$ cat src/rtl/demux_pkg.sv
// Shared constants and types for the registered 1-to-4 write-side demultiplexer.
package demux_pkg;

  localparam logic [1:0] SEL_A = 2'd0;
  localparam logic [1:0] SEL_B = 2'd1;
  localparam logic [1:0] SEL_C = 2'd2;
  localparam logic [1:0] SEL_D = 2'd3;

  localparam int unsigned DATA_W_DEFAULT = 16;
  localparam int unsigned NUM_SLOTS      = 4;

  typedef enum logic {
    SLOT_EMPTY = 1'b0,
    SLOT_FULL  = 1'b1
  } slot_state_e;

endpackage

$ cat src/rtl/demux_slot.sv
// One-entry holding register with valid flag; load has priority over ack.
// The saturating transfer counter exists only when DEMUX_COUNT_EN is defined.
module demux_slot
  import demux_pkg::*;
#(
  parameter int unsigned W = DATA_W_DEFAULT
`ifdef DEMUX_COUNT_EN
  ,
  parameter int unsigned CNT_W = 8
`endif
) (
  input  logic         clk,
  input  logic         reset,
  input  logic         load,
  input  logic         ack,
  input  logic [W-1:0] data_in,
  output logic [W-1:0] data,
  output logic         valid
`ifdef DEMUX_COUNT_EN
  ,
  output logic [CNT_W-1:0] cnt
`endif
);

  slot_state_e state;

  // Slot state and data; data is kept after release so consumers may re-read it.
  always_ff @(posedge clk) begin
    if (reset) begin
      state <= SLOT_EMPTY;
      data  <= '0;
    end else begin
      case (state)
        SLOT_EMPTY: if (load) state <= SLOT_FULL;
        SLOT_FULL:  if (ack && !load) state <= SLOT_EMPTY;
        default:    state <= SLOT_EMPTY;
      endcase
      if (load) data <= data_in;
    end
  end

  assign valid = (state == SLOT_FULL);

`ifdef DEMUX_COUNT_EN
  // Accepted-load counter, holds at all-ones instead of wrapping.
  always_ff @(posedge clk) begin
    if (reset) begin
      cnt <= '0;
    end else if (load && (cnt != {CNT_W{1'b1}})) begin
      cnt <= cnt + CNT_W'(1);
    end
  end
`endif

endmodule

$ cat src/rtl/demux_4output_reg.sv
// Registered 1-to-4 demultiplexer: select decode, in_ready mux and port packing
// around four demux_slot holding registers. Optional counters: DEMUX_COUNT_EN.
module demux_4output_reg
  import demux_pkg::*;
#(
  parameter int unsigned W     = DATA_W_DEFAULT,
  parameter int unsigned CNT_W = 8
) (
  input  logic         clk,
  input  logic         reset,
  input  logic [W-1:0] in_data,
  input  logic [1:0]   in_sel,
  input  logic         in_valid,
  output logic         in_ready,
  output logic [W-1:0] out_a,
  output logic [W-1:0] out_b,
  output logic [W-1:0] out_c,
  output logic [W-1:0] out_d,
  output logic [3:0]   out_valid,
  input  logic [3:0]   out_ack
`ifdef DEMUX_COUNT_EN
  ,
  output logic [4*CNT_W-1:0] xfer_cnt
`endif
);

  logic [3:0]   sel_hot;
  logic [3:0]   load;
  logic         accept;
  logic [W-1:0] slot_data [NUM_SLOTS];

  // One-hot destination decode.
  always_comb begin
    sel_hot = 4'b0000;
    case (in_sel)
      SEL_A:   sel_hot = 4'b0001;
      SEL_B:   sel_hot = 4'b0010;
      SEL_C:   sel_hot = 4'b0100;
      SEL_D:   sel_hot = 4'b1000;
      default: sel_hot = 4'b0000;
    endcase
  end

  // A full slot can still accept when its consumer drains it in the same cycle.
  assign in_ready = !reset && (!out_valid[in_sel] || out_ack[in_sel]);
  assign accept   = in_valid && in_ready;
  assign load     = sel_hot & {4{accept}};

  for (genvar i = 0; i < 4; i++) begin : g_slot
    demux_slot #(
      .W    (W)
`ifdef DEMUX_COUNT_EN
      ,
      .CNT_W(CNT_W)
`endif
    ) u_slot (
      .clk    (clk),
      .reset  (reset),
      .load   (load[i]),
      .ack    (out_ack[i]),
      .data_in(in_data),
      .data   (slot_data[i]),
      .valid  (out_valid[i])
`ifdef DEMUX_COUNT_EN
      ,
      .cnt    (xfer_cnt[i*CNT_W +: CNT_W])
`endif
    );
  end

  assign out_a = slot_data[SEL_A];
  assign out_b = slot_data[SEL_B];
  assign out_c = slot_data[SEL_C];
  assign out_d = slot_data[SEL_D];

`ifndef DEMUX_COUNT_EN
  if (CNT_W == 0) begin : g_bad_cnt_w
    $error("CNT_W must be nonzero");
  end
`endif

endmodule
$ cat config.mk
export PLATFORM = sky130hd
export DESIGN_NAME = demux_4output_reg
export DESIGN_NICKNAME = d
export VERILOG_FILES = /design/src/rtl/demux_pkg.sv /design/src/rtl/demux_slot.sv /design/src/rtl/demux_4output_reg.sv
export SDC_FILE = /design/constraint.sdc
export NUM_CORES = 1
export LEC_CHECK = 0
export BUFFER_PORTS_ARGS = -buffer_cell sky130_fd_sc_hd__buf_2
export CORE_MARGIN = 2
export CORE_UTILIZATION = 30
export DETAILED_ROUTE_END_ITERATION = 8
export HOLD_SLACK_MARGIN = 0.02
export PLACE_DENSITY_LB_ADDON = 0.12
export SLEW_MARGIN = 20
export SYNTH_ARGS = -nofsm -noshare
export SYNTH_HDL_FRONTEND = slang
export SYNTH_HIERARCHICAL = 1
export SYNTH_SLANG_ARGS = --single-unit
$ cat constraint.sdc
create_clock -name clk -period 1.83 [get_ports clk]
set_input_delay 0.366 -clock clk [delete_from_list [all_inputs] [get_ports clk]]
set_output_delay 0.366 -clock clk [all_outputs]
set_load 0.05 [all_outputs]
==> summary.txt, run 1 <==
fraction of layout instances using a drive strength above 1 - 0.3728
Final period util - 0.9896
DR vias - 1948
Tmin final - 1.811 ns
CTS buffer count - 9
skew final - 0.007010 ns
Gate Count Post-Synth - 242
H-Tree Depth - 3
CP Data Arrival Time - 1.44 ns
MaxCap Viol Count - 0
setup_tns - 0 ns
FF+latch count, synth - 68
DRT antenna net count - 0
Synth Warn # - 6
area leader, netlist - dfxtp_1
Pre-antenna DRT Iters - 3
gr usage total - 0.1325
peak supply drop - 0.4251 mV
Post-Route WL - 6.129 mm
Cells after DPL - 436
sequential share of the synthesized area - 0.5279
Max Freq - 552.2 MHz
hold crit path type - input pin to flip-flop
crit end category - output pin
top cells by count, synth - 68 x dfxtp_1, 65 x nor2_1, 64 x mux2i_1, 8 x buf_2, 7 x inv_1
maximum fanout along the worst path - 4
Hold Crit Depth - 3
Syn Std Cell Area - 2579 um^2
row cnt - 33
top cell type's share of synthesized area - 0.5279
PwrDens - 921.4 nW/um^2
Multi-input gate area - 1072 um^2
Antenna Diode Count - 0
DRC viols - 0
Clock Pin Slew Worst Setup and Hold Paths - 0.07 ns
max_slew headroom - 0.6913
core area - 8258 um^2
ys async rst share - 0
Crit Path Class - flip-flop to output pin
Worst setup SP type - flip-flop
wire length of the first global-routing pass - 9.591 mm
top-count cell post-synth - dfxtp_1
Placer Congestion - 0.8256
clock sink total - 68
vias per std cell - 4.319
root buf cell - clkbuf_8
status - finished, final reports clean
worst skew pair latency - 0.34 ns
Net Count, Synth - 267
Slew @ Worst Pin - 0.4631 ns
total overflow reported by the global router - 0
die extent in y - 96.72 um
Fillers - 875
DIE WIDTH - 96.72 um
Distinct cells, synth - 18
post-route cell area - 3402 um^2
largest net degree at the start of global routing - 44
mean post-synth cell area - 10.66 um^2
unrepaired setup endpoints after global routing - true
Starting DRT DRC Count - 43
register area - 1363 um^2
die area - 9354 um^2
Reg2Reg Depth - 4
Pleak - 1.470 nW
detailed placer's ending HPWL - 4.236 mm
area grow syn2layout - 31.93%
placed cell area - 3172 um^2
Total Power - 3.135 mW
top cells by area, synth - dfxtp_1 53%, mux2i_1 25%, nor2_1 9.5%
PortBufs - 93
Post-synth EDFFs - 0
final hold vios - 0
vias in the first global route - 1798
fin nets - 367
CTS tree - built
Starting Density - 0.3123
I/O Pins - 94
WP data required - 1.46 ns
final std cells w/o fill - 451
Slew Viols, Final - 0
ys flop type - dfxtp_1
routed len/inst - 13.59 um
clk buf depth - 2
Final setup viols - 0
initial antenna violation count - 0
setup bufs post-CTS - 0
-- power by group --
part	internal (mW)	switching (mW)
Clock	0.733	0.536
Combinational	0.105	0.233
Sequential	1.51	0.0159
Total	2.35	0.785
-- cells in the final DEF, fill, tap and decap left out, drive strengths merged --
master,count
buf,105
dfxtp,68
nor2,65
mux2i,64
clkbuf,12
inv,7
nand2b,5
a21oi,4
nand3b,2
nor3,2
o21ai,2
clkinvlp,2
nor4b,2
or3b,1
a21boi,1
nor4,1
nor2b,1
a2111oi,1
bufinv,1
-- layout make-up --
cell class | count | area share
Sequential cell | 68 | 0.4005
Inverter | 7 | 0.007723
Tap cell | 105 | 0.03862
Clock inverter | 3 | 0.01324
Multi-Input combinational cell | 151 | 0.3152
Clock buffer | 12 | 0.04855
Timing Repair Buffer | 105 | 0.1762
-- state kept, by name, indices dropped and copies added, names as in the netlist --
name	count
g_slot.u_slot/data	64
g_slot.u_slot/valid	4
-- timing repair --
action                                  in CTS  in global routing
gates resized for setup                      5                  1
pin swaps                                    1                  0
endpoints found under the setup margin       1                  1
hold buffers                                 0                  0
-- metrics by stage --
step | setup WS, ns | util | hold WS (ns)
after floorplan | 0.07645 | - | 0.5132
after global placement | 0.1033 | 0.3841 | 0.4678
after detailed placement | 0.08353 | 0.3841 | 0.4726
after CTS | 0.004038 | 0.4117 | 0.2948
after global routing | -0.03792 | 0.4120 | 0.3048
final | 0.01902 | 0.4120 | 0.3123
-- path summary, 6_finish.rpt --
path | from | endpoint | slack (ns)
min reg2reg | g_slot[3].u_slot/data[11]$_SDFFE_PP0P_ | g_slot[3].u_slot/data[11]$_SDFFE_PP0P_ | 0.48
max reg2reg | g_slot[0].u_slot/valid$_SDFF_PP0_ | g_slot[0].u_slot/data[15]$_SDFFE_PP0P_ | 0.44
max | g_slot[2].u_slot/valid$_SDFF_PP0_ | in_ready | 0.02
min | in_data[13] | g_slot[1].u_slot/data[13]$_SDFFE_PP0P_ | 0.31
-- metal layers --
| metal | up-vias | track usage | wire length (um) |
|---|---|---|---|
| li1 | 996 | - | - |
| met3 | 12 | 0.04769 | 354 |
| met5 | - | 0 | 0 |
| met2 | 51 | 0.1880 | 2690 |
| met1 | 889 | 0.1736 | 2944 |
| met4 | 0 | 0.07476 | 139 |
-- worst max-delay path, cell delays in order, from the launching register on --
cell and delay (ns):
dfxtp_2 0.34, or3b_4 0.37, a21boi_2 0.17, nor4_4 0.06
buf_6 0.16
-- cell families after synthesis --
group / Yosys count / share of synthesized area
AND/OR/NAND/NOR: 79 / 0.1315
flip-flops: 68 / 0.5279
multiplexers: 64 / 0.2484
buffers and inverters: 23 / 0.07424
AO/OA/AOI/OAI: 8 / 0.01795
Power figures use the tool's default switching activity.
==> inputs of run 2 (changes only) <==
==> constraint.sdc (replaced) <==
create_clock -name clk -period 1.83 [get_ports clk]
set_input_delay 0.366 -clock clk [delete_from_list [all_inputs] [get_ports clk]]
set_output_delay 0.366 -clock clk [all_outputs]
set_load 0.005 [all_outputs]
==> summary.txt, run 2 (synthesis results as in run 1) <==
die area - 9354 um^2
DIE WIDTH - 96.72 um
worst hold margin - 0.3066 ns
MaxCap Viol Count - 0
status - finished, final reports clean
hold crit path type - input pin to flip-flop
maximum fanout along the worst path - 4
largest net degree at the start of global routing - 47
Placer Congestion - 0.7585
fin nets - 363
routed len/inst - 14.13 um
DRC viols - 0
fraction of layout instances using a drive strength above 1 - 0.3586
Slew Viols, Final - 0
wire length of the first global-routing pass - 10.25 mm
unrepaired setup endpoints after global routing - false
PortBufs - 93
die extent in y - 96.72 um
clock group share of total power - 0.418
Clock Pin Slew Worst Setup and Hold Paths - 0.08 ns
DRT antenna net count - 0
Tmin final - 1.719 ns
Gate power share - 0.072
commonest non-fill, non-tap cell in the layout - buf_2
max reg flops - 64
Slew @ Worst Pin - 0.4959 ns
Final setup viols - 0
PwrDens - 899.4 nW/um^2
Max Freq - 581.6 MHz
max_slew headroom - 0.6694
Pleak - 1.438 nW
Fillers - 882
Antenna Diode Count - 0
initial antenna violation count - 0
vias per std cell - 4.435
clock sink total - 68
setup_tns - 0 ns
final hold vios - 0
worst skew pair latency - 0.34 ns
crit end category - output pin
total overflow reported by the global router - 0
CP Data Arrival Time - 1.35 ns
most flop-heavy register - g_slot.u_slot/data
core area - 8258 um^2
clk buf depth - 2
root buf cell - clkbuf_8
skew final - 0.01133 ns
H-Tree Depth - 3
most frequent cells in the layout - 93 x buf_2, 67 x dfxtp_1, 64 x mux2i_1, 64 x nor2_1, 10 x clkbuf_8
Post-Route WL - 6.331 mm
Final period util - 0.9396
Starting Density - 0.3123
Crit Path Class - flip-flop to output pin
CTS buffer count - 9
CTS tree - built
DR vias - 1987
Pre-antenna DRT Iters - 4
row cnt - 33
I/O Pins - 94
gr usage total - 0.1385
hold buffer count at CTS - 0
area grow syn2layout - 29.26%
Starting DRT DRC Count - 92
detailed placer's ending HPWL - 4.143 mm
switch share - 0.2422
Worst setup SP type - flip-flop
Int Power - 2.272 mW
vias in the first global route - 1966
WP data required - 1.46 ns
sw power - 726.1 uW
Flop pwr share - 0.510
peak supply drop - 0.4185 mV
run 2: metrics by stage:
step / power (mW) / util / std cells / worst slack [ns] / cell area (um^2)
2_1_floorplan: 1.677 / - / 242 / 0.1971 / 2579
3_3_place_gp: 1.780 / 0.3786 / 432 / 0.09197 / 3127
3_5_place_dp: 1.780 / 0.3786 / 432 / 0.07982 / 3127
4_1_cts: 3.052 / 0.4030 / 448 / 0.03732 / 3328
5_1_grt: 3.131 / 0.4036 / 448 / 0.01021 / 3333
6_report: 2.998 / 0.4036 / 448 / 0.1106 / 3333
run 2: worst max-delay path, cell delays in order, from the launching register on:
cell	delay [ns]
dfxtp_2	0.34
or3b_1	0.37
a21boi_2	0.12
nor4_1	0.06
buf_2	0.13
run 2: power groups by stage:
stage / clock, mW / sequential, mW / combinational [mW]
6_report: 1.25 / 1.53 / 0.216
5_1_grt: 1.36 / 1.53 / 0.242
4_1_cts: 1.30 / 1.53 / 0.219
3_5_place_dp: 0 / 1.56 / 0.219
3_3_place_gp: 0 / 1.56 / 0.218
2_1_floorplan: 0 / 1.56 / 0.113
run 2: metal layers:
layer / wire (um) / part of all wire / track usage
met5: 0 / 0 / 0
met4: 125 / 0.020 / 0.07367
met3: 396 / 0.063 / 0.04552
met2: 2811 / 0.44 / 0.2009
met1: 2999 / 0.47 / 0.1822
run 2: layout make-up:
| class | count | area [um^2] | area share |
|---|---|---|---|
| clock buffers | 10 | 137.6 | 0.04129 |
| clock inverters | 6 | 63.81 | 0.01914 |
| inverters | 7 | 26.28 | 0.007883 |
| multi-input cells | 151 | 1049 | 0.3146 |
| flip-flops and latches | 68 | 1363 | 0.4088 |
| well taps | 105 | 131.4 | 0.03941 |
| repair buffers | 101 | 563.0 | 0.1689 |
run 2: timing repair:
item	CTS	global route
endpoints found under the setup margin	0	1
buffers inserted	0	0
gates resized for setup	0	2
run 2: path summary, 6_finish.rpt:
kind                                                         from  slack [ns]  depth (start not counted)                                      to
worst max-delay path            g_slot[2].u_slot/valid$_SDFF_PP0_        0.11                          4                                in_ready
worst min register to register  g_slot[2].u_slot/valid$_SDFF_PP0_        0.49                          2       g_slot[2].u_slot/valid$_SDFF_PP0_
worst max register to register  g_slot[0].u_slot/valid$_SDFF_PP0_        0.38                          4   g_slot[0].u_slot/data[2]$_SDFFE_PP0P_
worst min-delay path                                  in_data[12]        0.31                          3  g_slot[0].u_slot/data[12]$_SDFFE_PP0P_
==> inputs of run 3 (changes only) <==
BUFFER_PORTS_ARGS = not set   (was -buffer_cell sky130_fd_sc_hd__buf_2)
DONT_BUFFER_PORTS = 1   (was not set)
==> summary.txt, run 3 (synthesis results as in run 1) <==
status - finished, final reports clean
row cnt - 33
vias in the first global route - 1624
worst skew pair latency - 0.34 ns
Multi-input gate area - 1045 um^2
peak supply drop - 0.3866 mV
root buf cell - clkbuf_8
post-cts sizing count - 0
Final period util - 0.9142
Cells after DPL - 339
setup bufs post-CTS - 0
Tmin final - 1.673 ns
PwrDens - 1097 nW/um^2
Fillers - 851
most frequent cells in the layout - 68 x dfxtp_1, 64 x mux2i_1, 64 x nor2_1
hold crit path type - input pin to flip-flop
register area - 1361 um^2
commonest non-fill, non-tap cell in the layout - dfxtp_1
CTS buffer count - 9
Placer Congestion - 0.7050
Slew @ Worst Pin - 0.3278 ns
area grow syn2layout - 11.35%
core area - 8258 um^2
DRT antenna net count - 0
DRC viols - 0
Antenna Diode Count - 0
Slew Viols, Final - 0
wire length of the first global-routing pass - 9.349 mm
Worst setup SP type - flip-flop
largest net degree at the start of global routing - 72
Final setup viols - 0
detailed placer's ending HPWL - 3.917 mm
post-route cell area - 2872 um^2
max_slew headroom - 0.7794
max reg flops - 64
crit end category - output pin
WP data required - 1.46 ns
Post-Route WL - 5.833 mm
maximum fanout along the worst path - 4
gr usage total - 0.1275
Pleak - 0.9799 nW
fin nets - 270
Total Power - 3.150 mW
unrepaired setup endpoints after global routing - false
final hold vios - 0
hold buffer count at CTS - 0
routed len/inst - 16.43 um
clk buf depth - 2
final std cells w/o fill - 355
die extent in y - 96.72 um
setup ws final - 0.1570 ns
H-Tree Depth - 3
initial antenna violation count - 0
PortBufs - 0
most flop-heavy register - g_slot.u_slot/data
Clock Pin Slew Worst Setup and Hold Paths - 0.08 ns
CTS tree - built
fraction of layout instances using a drive strength above 1 - 0.1120
Placement Setup Slack - 0.2276 ns
Crit Path Class - flip-flop to output pin
setup_tns - 0 ns
Starting Density - 0.3123
Max Freq - 597.7 MHz
I/O Pins - 94
DR vias - 1630
CP Data Arrival Time - 1.31 ns
placed cell area - 2624 um^2
vias per std cell - 4.592
clock sink total - 68
skew final - 0.006257 ns
Pre-antenna DRT Iters - 4
die area - 9354 um^2
Starting DRT DRC Count - 48
DIE WIDTH - 96.72 um
total overflow reported by the global router - 0
MaxCap Viol Count - 0
## run 3: cell count changes in the layout (fill, tap and decap cells not counted), sizes merged
cell | before | now
clkinvlp | 2 | 1
clkinv | 3 | 2
inv | 7 | 8
clkbuf | 10 | 9
bufinv | 1 | 3
buf | 101 | 8
## run 3: path summary, 6_finish.rpt
| kind | endpoint | start | depth (start not counted) | slack (ns) |
|---|---|---|---|---|
| setup / recovery | in_ready | g_slot[2].u_slot/valid$_SDFF_PP0_ | 3 | 0.16 |
| hold / removal | g_slot[1].u_slot/valid$_SDFF_PP0_ | reset | 1 | 0.09 |
| setup reg to reg | g_slot[0].u_slot/data[3]$_SDFFE_PP0P_ | g_slot[0].u_slot/valid$_SDFF_PP0_ | 4 | 0.41 |
| hold reg to reg | g_slot[1].u_slot/valid$_SDFF_PP0_ | g_slot[1].u_slot/valid$_SDFF_PP0_ | 2 | 0.51 |
## run 3: report_power, final
part / internal (mW) / switching [mW]
Sequential: 1.51 / 0.0266
Combinational: 0.0519 / 0.0458
Clock: 0.914 / 0.601
Total: 2.48 / 0.673
## run 3: through the flow
stage                     hold WS [ns]    util
final                          0.08775  0.3477
after global placement          0.4412  0.3177
after CTS                      0.06256  0.3477
after global routing           0.05107  0.3477
after detailed placement        0.4425  0.3177
after floorplan                 0.4785       -
## run 3: area by class of cell
type,instances,share of cell area
clock buffer,9,0.04314
clock inverter,7,0.04314
inverter,7,0.009150
multi-input combinational,151,0.3638
sequential,68,0.4741
tap,105,0.04575
timing repair buffer,8,0.02092
## run 3: critical path: stages, from the launching register on
cell      delay, ns
dfxtp_1        0.38
or3b_1         0.36
a21boi_1       0.15
nor4_1         0.08
## run 3: routing by layer
metal  part of all wire  routed length, um  global-route usage
met2               0.43               2506              0.1725
met5                  0                  0                   0
met3              0.085                497             0.06214
met1               0.46               2704              0.1685
met4              0.021                123             0.06067
